`src/rtl/ram_arbiter.sv`:
```
// ---------------------------------------------------------------------------
// ram_arbiter
//
// Shares one synchronous single-port RAM between a high-priority requester A
// (video fetch) and a low-priority requester B (CPU). At most one access is
// accepted per clock. The RAM command is driven from registers, and read data
// is routed back to the requester that issued the read.
//
// A starvation counter tracks how many arbitrations B has lost in a row. When
// it reaches STARVE_LIMIT, B wins exactly one transfer. STARVE_LIMIT = 0
// disables the override and gives pure fixed priority.
//
// Ports
//   clk, reset_n                    clock, asynchronous active-low reset
//   a_req/a_we/a_addr/a_wdata       requester A command (held until a_gnt)
//   a_gnt                           combinational: A accepted at this edge
//   a_rvalid/a_rdata                A read return (rdata is 0 when not valid)
//   b_*                             same set of signals for requester B
//   ram_enable/ram_we/ram_a/ram_di  registered RAM command
//   ram_do                          RAM registered read data
//
// Optional build macro RAM_ARB_STATS_EN adds three 16-bit wrapping counters:
//   stat_a    A transfers
//   stat_b    B transfers
//   stat_ovr  grants made by the starvation override
// ---------------------------------------------------------------------------
module ram_arbiter #(
   parameter int ADDR_WIDTH   = 16,
   parameter int DATA_WIDTH   = 8,
   parameter int STARVE_LIMIT = 4
) (
   input  logic                  clk,
   input  logic                  reset_n,
   input  logic                  a_req,
   input  logic                  a_we,
   input  logic [ADDR_WIDTH-1:0] a_addr,
   input  logic [DATA_WIDTH-1:0] a_wdata,
   output logic                  a_gnt,
   output logic                  a_rvalid,
   output logic [DATA_WIDTH-1:0] a_rdata,
   input  logic                  b_req,
   input  logic                  b_we,
   input  logic [ADDR_WIDTH-1:0] b_addr,
   input  logic [DATA_WIDTH-1:0] b_wdata,
   output logic                  b_gnt,
   output logic                  b_rvalid,
   output logic [DATA_WIDTH-1:0] b_rdata,
   output logic                  ram_enable,
   output logic                  ram_we,
   output logic [ADDR_WIDTH-1:0] ram_a,
   output logic [DATA_WIDTH-1:0] ram_di,
   input  logic [DATA_WIDTH-1:0] ram_do
`ifdef RAM_ARB_STATS_EN
   ,
   output logic [15:0]           stat_a,
   output logic [15:0]           stat_b,
   output logic [15:0]           stat_ovr
`endif
);

   localparam logic [7:0] STARVE_LIM8 = 8'(STARVE_LIMIT);

   // Read-owner tag. It travels with the command, then with the RAM output.
   typedef enum logic [1:0] {OWN_NONE, OWN_A, OWN_B} owner_e;

   logic                  override;
   logic                  ram_enable_q, ram_enable_d;
   logic                  ram_we_q,     ram_we_d;
   logic [ADDR_WIDTH-1:0] ram_a_q,      ram_a_d;
   logic [DATA_WIDTH-1:0] ram_di_q,     ram_di_d;
   owner_e                cmd_owner_q,  cmd_owner_d;  // read tag for the command now on ram_*
   owner_e                ret_owner_q,  ret_owner_d;  // read tag for the data now on ram_do
   logic [7:0]            starve_cnt_q, starve_cnt_d;
`ifdef RAM_ARB_STATS_EN
   logic [15:0]           stat_a_q,   stat_a_d;
   logic [15:0]           stat_b_q,   stat_b_d;
   logic [15:0]           stat_ovr_q, stat_ovr_d;
`endif

   // Selection. B wins when A is idle, or when B has lost too many arbitrations in a row.
   always_comb begin
      override = (STARVE_LIMIT != 0) && b_req && (starve_cnt_q >= STARVE_LIM8);
      b_gnt    = b_req && (!a_req || override);
      a_gnt    = a_req && !b_gnt;
   end

   always_comb begin
      // NOTE: every signal gets a default first so no path can infer a latch.
      ram_enable_d = 1'b0;
      ram_we_d     = 1'b0;
      ram_a_d      = '0;
      ram_di_d     = '0;
      cmd_owner_d  = OWN_NONE;
      if (a_gnt) begin
         ram_enable_d = 1'b1;
         ram_we_d     = a_we;
         ram_a_d      = a_addr;
         ram_di_d     = a_wdata;
         cmd_owner_d  = a_we ? OWN_NONE : OWN_A;
      end else if (b_gnt) begin
         ram_enable_d = 1'b1;
         ram_we_d     = b_we;
         ram_a_d      = b_addr;
         ram_di_d     = b_wdata;
         cmd_owner_d  = b_we ? OWN_NONE : OWN_B;
      end

      // The RAM samples the command at the next edge, so the tag advances with it.
      ret_owner_d = cmd_owner_q;

      // Count consecutive lost arbitrations, saturating so a long A burst never wraps.
      if (b_req && !b_gnt) begin
         starve_cnt_d = (starve_cnt_q == 8'hFF) ? starve_cnt_q : starve_cnt_q + 8'd1;
      end else begin
         starve_cnt_d = '0;
      end

`ifdef RAM_ARB_STATS_EN
      stat_a_d   = a_gnt    ? stat_a_q   + 16'd1 : stat_a_q;
      stat_b_d   = b_gnt    ? stat_b_q   + 16'd1 : stat_b_q;
      stat_ovr_d = override ? stat_ovr_q + 16'd1 : stat_ovr_q;
`endif
   end

   always_ff @(posedge clk or negedge reset_n) begin
      // NOTE: clearing both owner stages on reset drops any read still in flight.
      if (!reset_n) begin
         ram_enable_q <= 1'b0;
         ram_we_q     <= 1'b0;
         ram_a_q      <= '0;
         ram_di_q     <= '0;
         cmd_owner_q  <= OWN_NONE;
         ret_owner_q  <= OWN_NONE;
         starve_cnt_q <= '0;
`ifdef RAM_ARB_STATS_EN
         stat_a_q     <= '0;
         stat_b_q     <= '0;
         stat_ovr_q   <= '0;
`endif
      end else begin
         // NOTE: non-blocking updates keep every flop sampling pre-edge values.
         ram_enable_q <= ram_enable_d;
         ram_we_q     <= ram_we_d;
         ram_a_q      <= ram_a_d;
         ram_di_q     <= ram_di_d;
         cmd_owner_q  <= cmd_owner_d;
         ret_owner_q  <= ret_owner_d;
         starve_cnt_q <= starve_cnt_d;
`ifdef RAM_ARB_STATS_EN
         stat_a_q     <= stat_a_d;
         stat_b_q     <= stat_b_d;
         stat_ovr_q   <= stat_ovr_d;
`endif
      end
   end

   assign ram_enable = ram_enable_q;
   assign ram_we     = ram_we_q;
   assign ram_a      = ram_a_q;
   assign ram_di     = ram_di_q;

   assign a_rvalid = (ret_owner_q == OWN_A);
   assign b_rvalid = (ret_owner_q == OWN_B);
   assign a_rdata  = a_rvalid ? ram_do : '0;
   assign b_rdata  = b_rvalid ? ram_do : '0;

`ifdef RAM_ARB_STATS_EN
   assign stat_a   = stat_a_q;
   assign stat_b   = stat_b_q;
   assign stat_ovr = stat_ovr_q;
`endif

endmodule

```
`config.mk`:
```
export PLATFORM = sky130hd
export DESIGN_NAME = ram_arbiter
export DESIGN_NICKNAME = d
export VERILOG_FILES = /design/src/rtl/ram_arbiter.sv
export SDC_FILE = /design/constraint.sdc
export NUM_CORES = 1
export LEC_CHECK = 0
export CELL_PAD_IN_SITES_DETAIL_PLACEMENT = 1
export CELL_PAD_IN_SITES_GLOBAL_PLACEMENT = 2
export CORE_MARGIN = 2
export CORE_UTILIZATION = 21
export CTS_BUF_LIST = sky130_fd_sc_hd__clkbuf_8
export DETAILED_ROUTE_END_ITERATION = 10
export GPL_ROUTABILITY_DRIVEN = 1
export GPL_TIMING_DRIVEN = 0
export HOLD_SLACK_MARGIN = 0.15
export PLACE_DENSITY_LB_ADDON = 0.05
export SLEW_MARGIN = 20
export SYNTH_ARGS = -nofsm -noshare
export SYNTH_HDL_FRONTEND = slang
export SYNTH_SLANG_ARGS = --single-unit
```
`constraint.sdc`:
```
create_clock -name clk -period 2.65 [get_ports clk]
set_input_delay 0.53 -clock clk [delete_from_list [all_inputs] [get_ports clk]]
set_output_delay 0.53 -clock clk [all_outputs]
set_load 0.05 [all_outputs]
```
==> impl_results.md, run 1 <==
- Number of antenna diodes: 0
- Setup ws final: between 0.1 and 0.15 ns
- Unrepaired setup endpoints after global routing: false
- Final hold vios: 0
- Fin. max-slew vios: 0
- Internal: 1.18 mW
- Die Area: around 0.0083 sq mm
- Flops & latches, synth: 38
- Status: completed
- Chip width: 90.9 um
- Clock Tree Buf Depth: 2
- Worst Setup Start Kind: register
- Vias in the first global route: 1676
- Initial Util: 21.7%
- EDFF count, synth: 0
- Leading cell type in the layout, fill and taps excluded: clkdlybuf4s50_1
- Drt pass-1 iters: 5
- First-pass GRT wire length: ~9000 um
- Commonest cells after routing, fill and taps aside: clkdlybuf4s50_1 (87), dfrtp_1 (38), a32o_1 (25)
- Critical Path AT: 2.01 ns
- Clk Latency, worst-skew pair: 0.29 ns
- Clk_skew: 0.0159 ns
- Leakage power: approximately 1.5 nW
- Peak fanout along the critical path: 10
- Vias per inst: 4.33
- Seq/Total Area, Yosys: 60.0%
- Bufs and invs on worst path: 3
- Worst min-delay path category: reg2reg
- Max Fclk: 0.393 GHz
- Clock buffer count from CTS: 5
- Switching Share: 28.2%
- Post-synth top flop: dfrtp_1
- Netlist cell types: 25
- Initial antenna violation count: 0
- Residual DRC: 0
- DR iter-0 viols: 35
- Final GP Congestion: between 0.6 and 0.7
- Reg clk slew, reported paths: 0.09 ns
- Place WS: -0.445 ns
- CP cell instances: or4_4 -> o21a_1 -> buf_2 -> buf_6 -> buf_2
- Chip height: 90.9 um
- Via count: between 1000 and 1500
- Layout cells sized above 1: 9.09%
- Combinational cell fraction of total power: 25.6%
- Fill cell count: 817
- Core ar.: about 0.0073 sq mm
- H-tree depth: 2
- Clk sinks: 38
- # setup viols final: 0
- CTS tree: yes
- Final design utilization: 41.0%
- CP dominant cell by count: buf_2
- Largest net degree at the start of global routing: 27
- Sequential Power Share: 38.3%
- Max cap viols: 0
- Final Critical Period: 2.54 ns
- FP Rows: 31
- Total GRT Usage: 13.7%
- CP top delay family: simple AND/OR/NAND/NOR gates
- Ports: 108
- Mapped Cells: 121
- Worst EP required: between 2 and 2.5 ns
- Worst-margin pin slew: approximately 0.55 ns
- Clock Power Share: 36.2%
- Total grt overflow: 0
- Share of flip-flops with an asynchronous set or reset: 100%
- Syn avg cell area: 13.1 sq um
- Slowest CP cell: or4_4
- Max incr delay on CP: 0.57 ns
- Syn-to-layout area delta: 88.7%
- Layout Nets: 305
- CP Class: reg2out
- Synth Cell Area: approximately 0.0016 sq mm
- Setup crit end kind: output port
- Port Buf Inserts: 106
- Ratio of total power to cell area: 549 mW/mm^2
- DR WL/cell: 15.7 um
- Synth warnings: 0
- Final worst-path cycle share: between 90% and 100%
- NetSw: 0.464 mW
- Total Wirelength: 5360 um
- Worst slew margin: 63.5%
- DP HPWL: 4100 um
- Detail Route Antenna Nets: 0
- Worst vdd ir: 242 uV
- CTS root buf: clkbuf_8
==> Yosys cell counts, types with 2 or more instances <==
master    number  area, sq um
a21oi_1        3         15.0
a32o_1        25          250
and2_1        17          106
buf_2          2         10.0
buf_6          4         45.0
clkbuf_1       4         15.0
dfrtp_1       38          951
ha_1           2         25.0
inv_1          4         15.0
nand2_1        2         7.51
nand3_1        2         10.0
nor2b_1        3         18.8
nor3_1         3         15.0
==> area by class of cell <==
cell class	instances	area [sq um]	area share, %
Multi-Input combinational cell	73	564	18.9
Buffer	10	70.1	2.34
Clock buffer	5	68.8	2.30
Timing Repair Buffer	109	1130	37.8
Inverter	4	15.0	0.502
Tap cell	99	124	4.14
Clock inverter	3	68.8	2.30
Sequential cell	38	951	31.8
==> power groups by stage <==
stage	logic, mW	clock network (mW)	registers, mW
after floorplan	0.106	0	0.747
after global placement	0.416	0	0.639
after detailed placement	0.424	0	0.641
after CTS	0.426	0.611	0.629
after global routing	0.445	0.638	0.633
final	0.420	0.594	0.628
==> per-stage QoR <==
step	hold WS (ns)	power, mW	cell area (sq um)	TNS (ns)	cells
after global placement	0.335	1.05	2790	-0.756	330
after global routing	0.379	1.72	2990	0	341
final	0.364	1.64	2990	0	341
after CTS	0.374	1.67	2950	0	341
after floorplan	0.234	0.853	1600	0	125
after detailed placement	0.336	1.06	2800	-0.797	331
==> path summary, 6_finish.rpt <==
path | end | slack [ns] | start | cells after the start
min in group asynchronous | ram_di[2] | 0.68 | reset_n | 2
max reg2reg | ram_a[13] | 0.82 | starve_cnt_q[5] | 5
min reg2reg | ret_owner_q[1] | 0.36 | cmd_owner_q[1] | 0
max | b_gnt | 0.11 | starve_cnt_q[5] | 5
min | ret_owner_q[1] | 0.36 | cmd_owner_q[1] | 0
max in group asynchronous | ram_a[13] | 1.50 | reset_n | 3
==> worst reg2reg max path, stage by stage, from the launching register on <==
cell and delay [ns]:
dfrtp_1 0.39, or4_4 0.57, o21a_1 0.20, buf_2 0.19, buf_6 0.16, a32o_1 0.20
==> layer usage <==
metal,track usage [%],part of all wire [%]
met1,16.4,41
met2,23.4,50
met3,5.01,8.0
met4,3.41,0.99
met5,0,0
==> what timing repair did <==
action | in CTS | in global routing
hold endpoints to repair | 12 | 0
pin swaps | 1 | 1
gates resized for setup | 10 | 19
setup buffers | 1 | 0
hold buffers | 1 | 0
endpoints found under the setup margin | 2 | 17
==> sequential cells by signal, summed over array words and instances, names as in the netlist <==
| register | cells |
|---|---|
| ret_owner_q | 2 |
| ram_enable | 1 |
| cmd_owner_q | 2 |
| ram_we | 1 |
| ram_di | 8 |
| ram_a | 16 |
| starve_cnt_q | 8 |
==> kinds of logic (layout without fill, tap and decap cells) <==
kind of cell	after synthesis	after routing	share of synthesized area (%)
fa+ha+maj	2	2	1.58
compound gates	31	31	18.9
other cells	1	5	0.237
flops	38	38	60.0
simple gates	35	35	14.0
buf+inv	14	131	5.37
Power figures use the tool's default switching activity.
==> run 2, diff against run 1 <==
- CTS_CLUSTER_SIZE: not set -> 8
==> results of run 2 <==
Same layout as run 1: the final DEF is identical, and so are final timing and power.
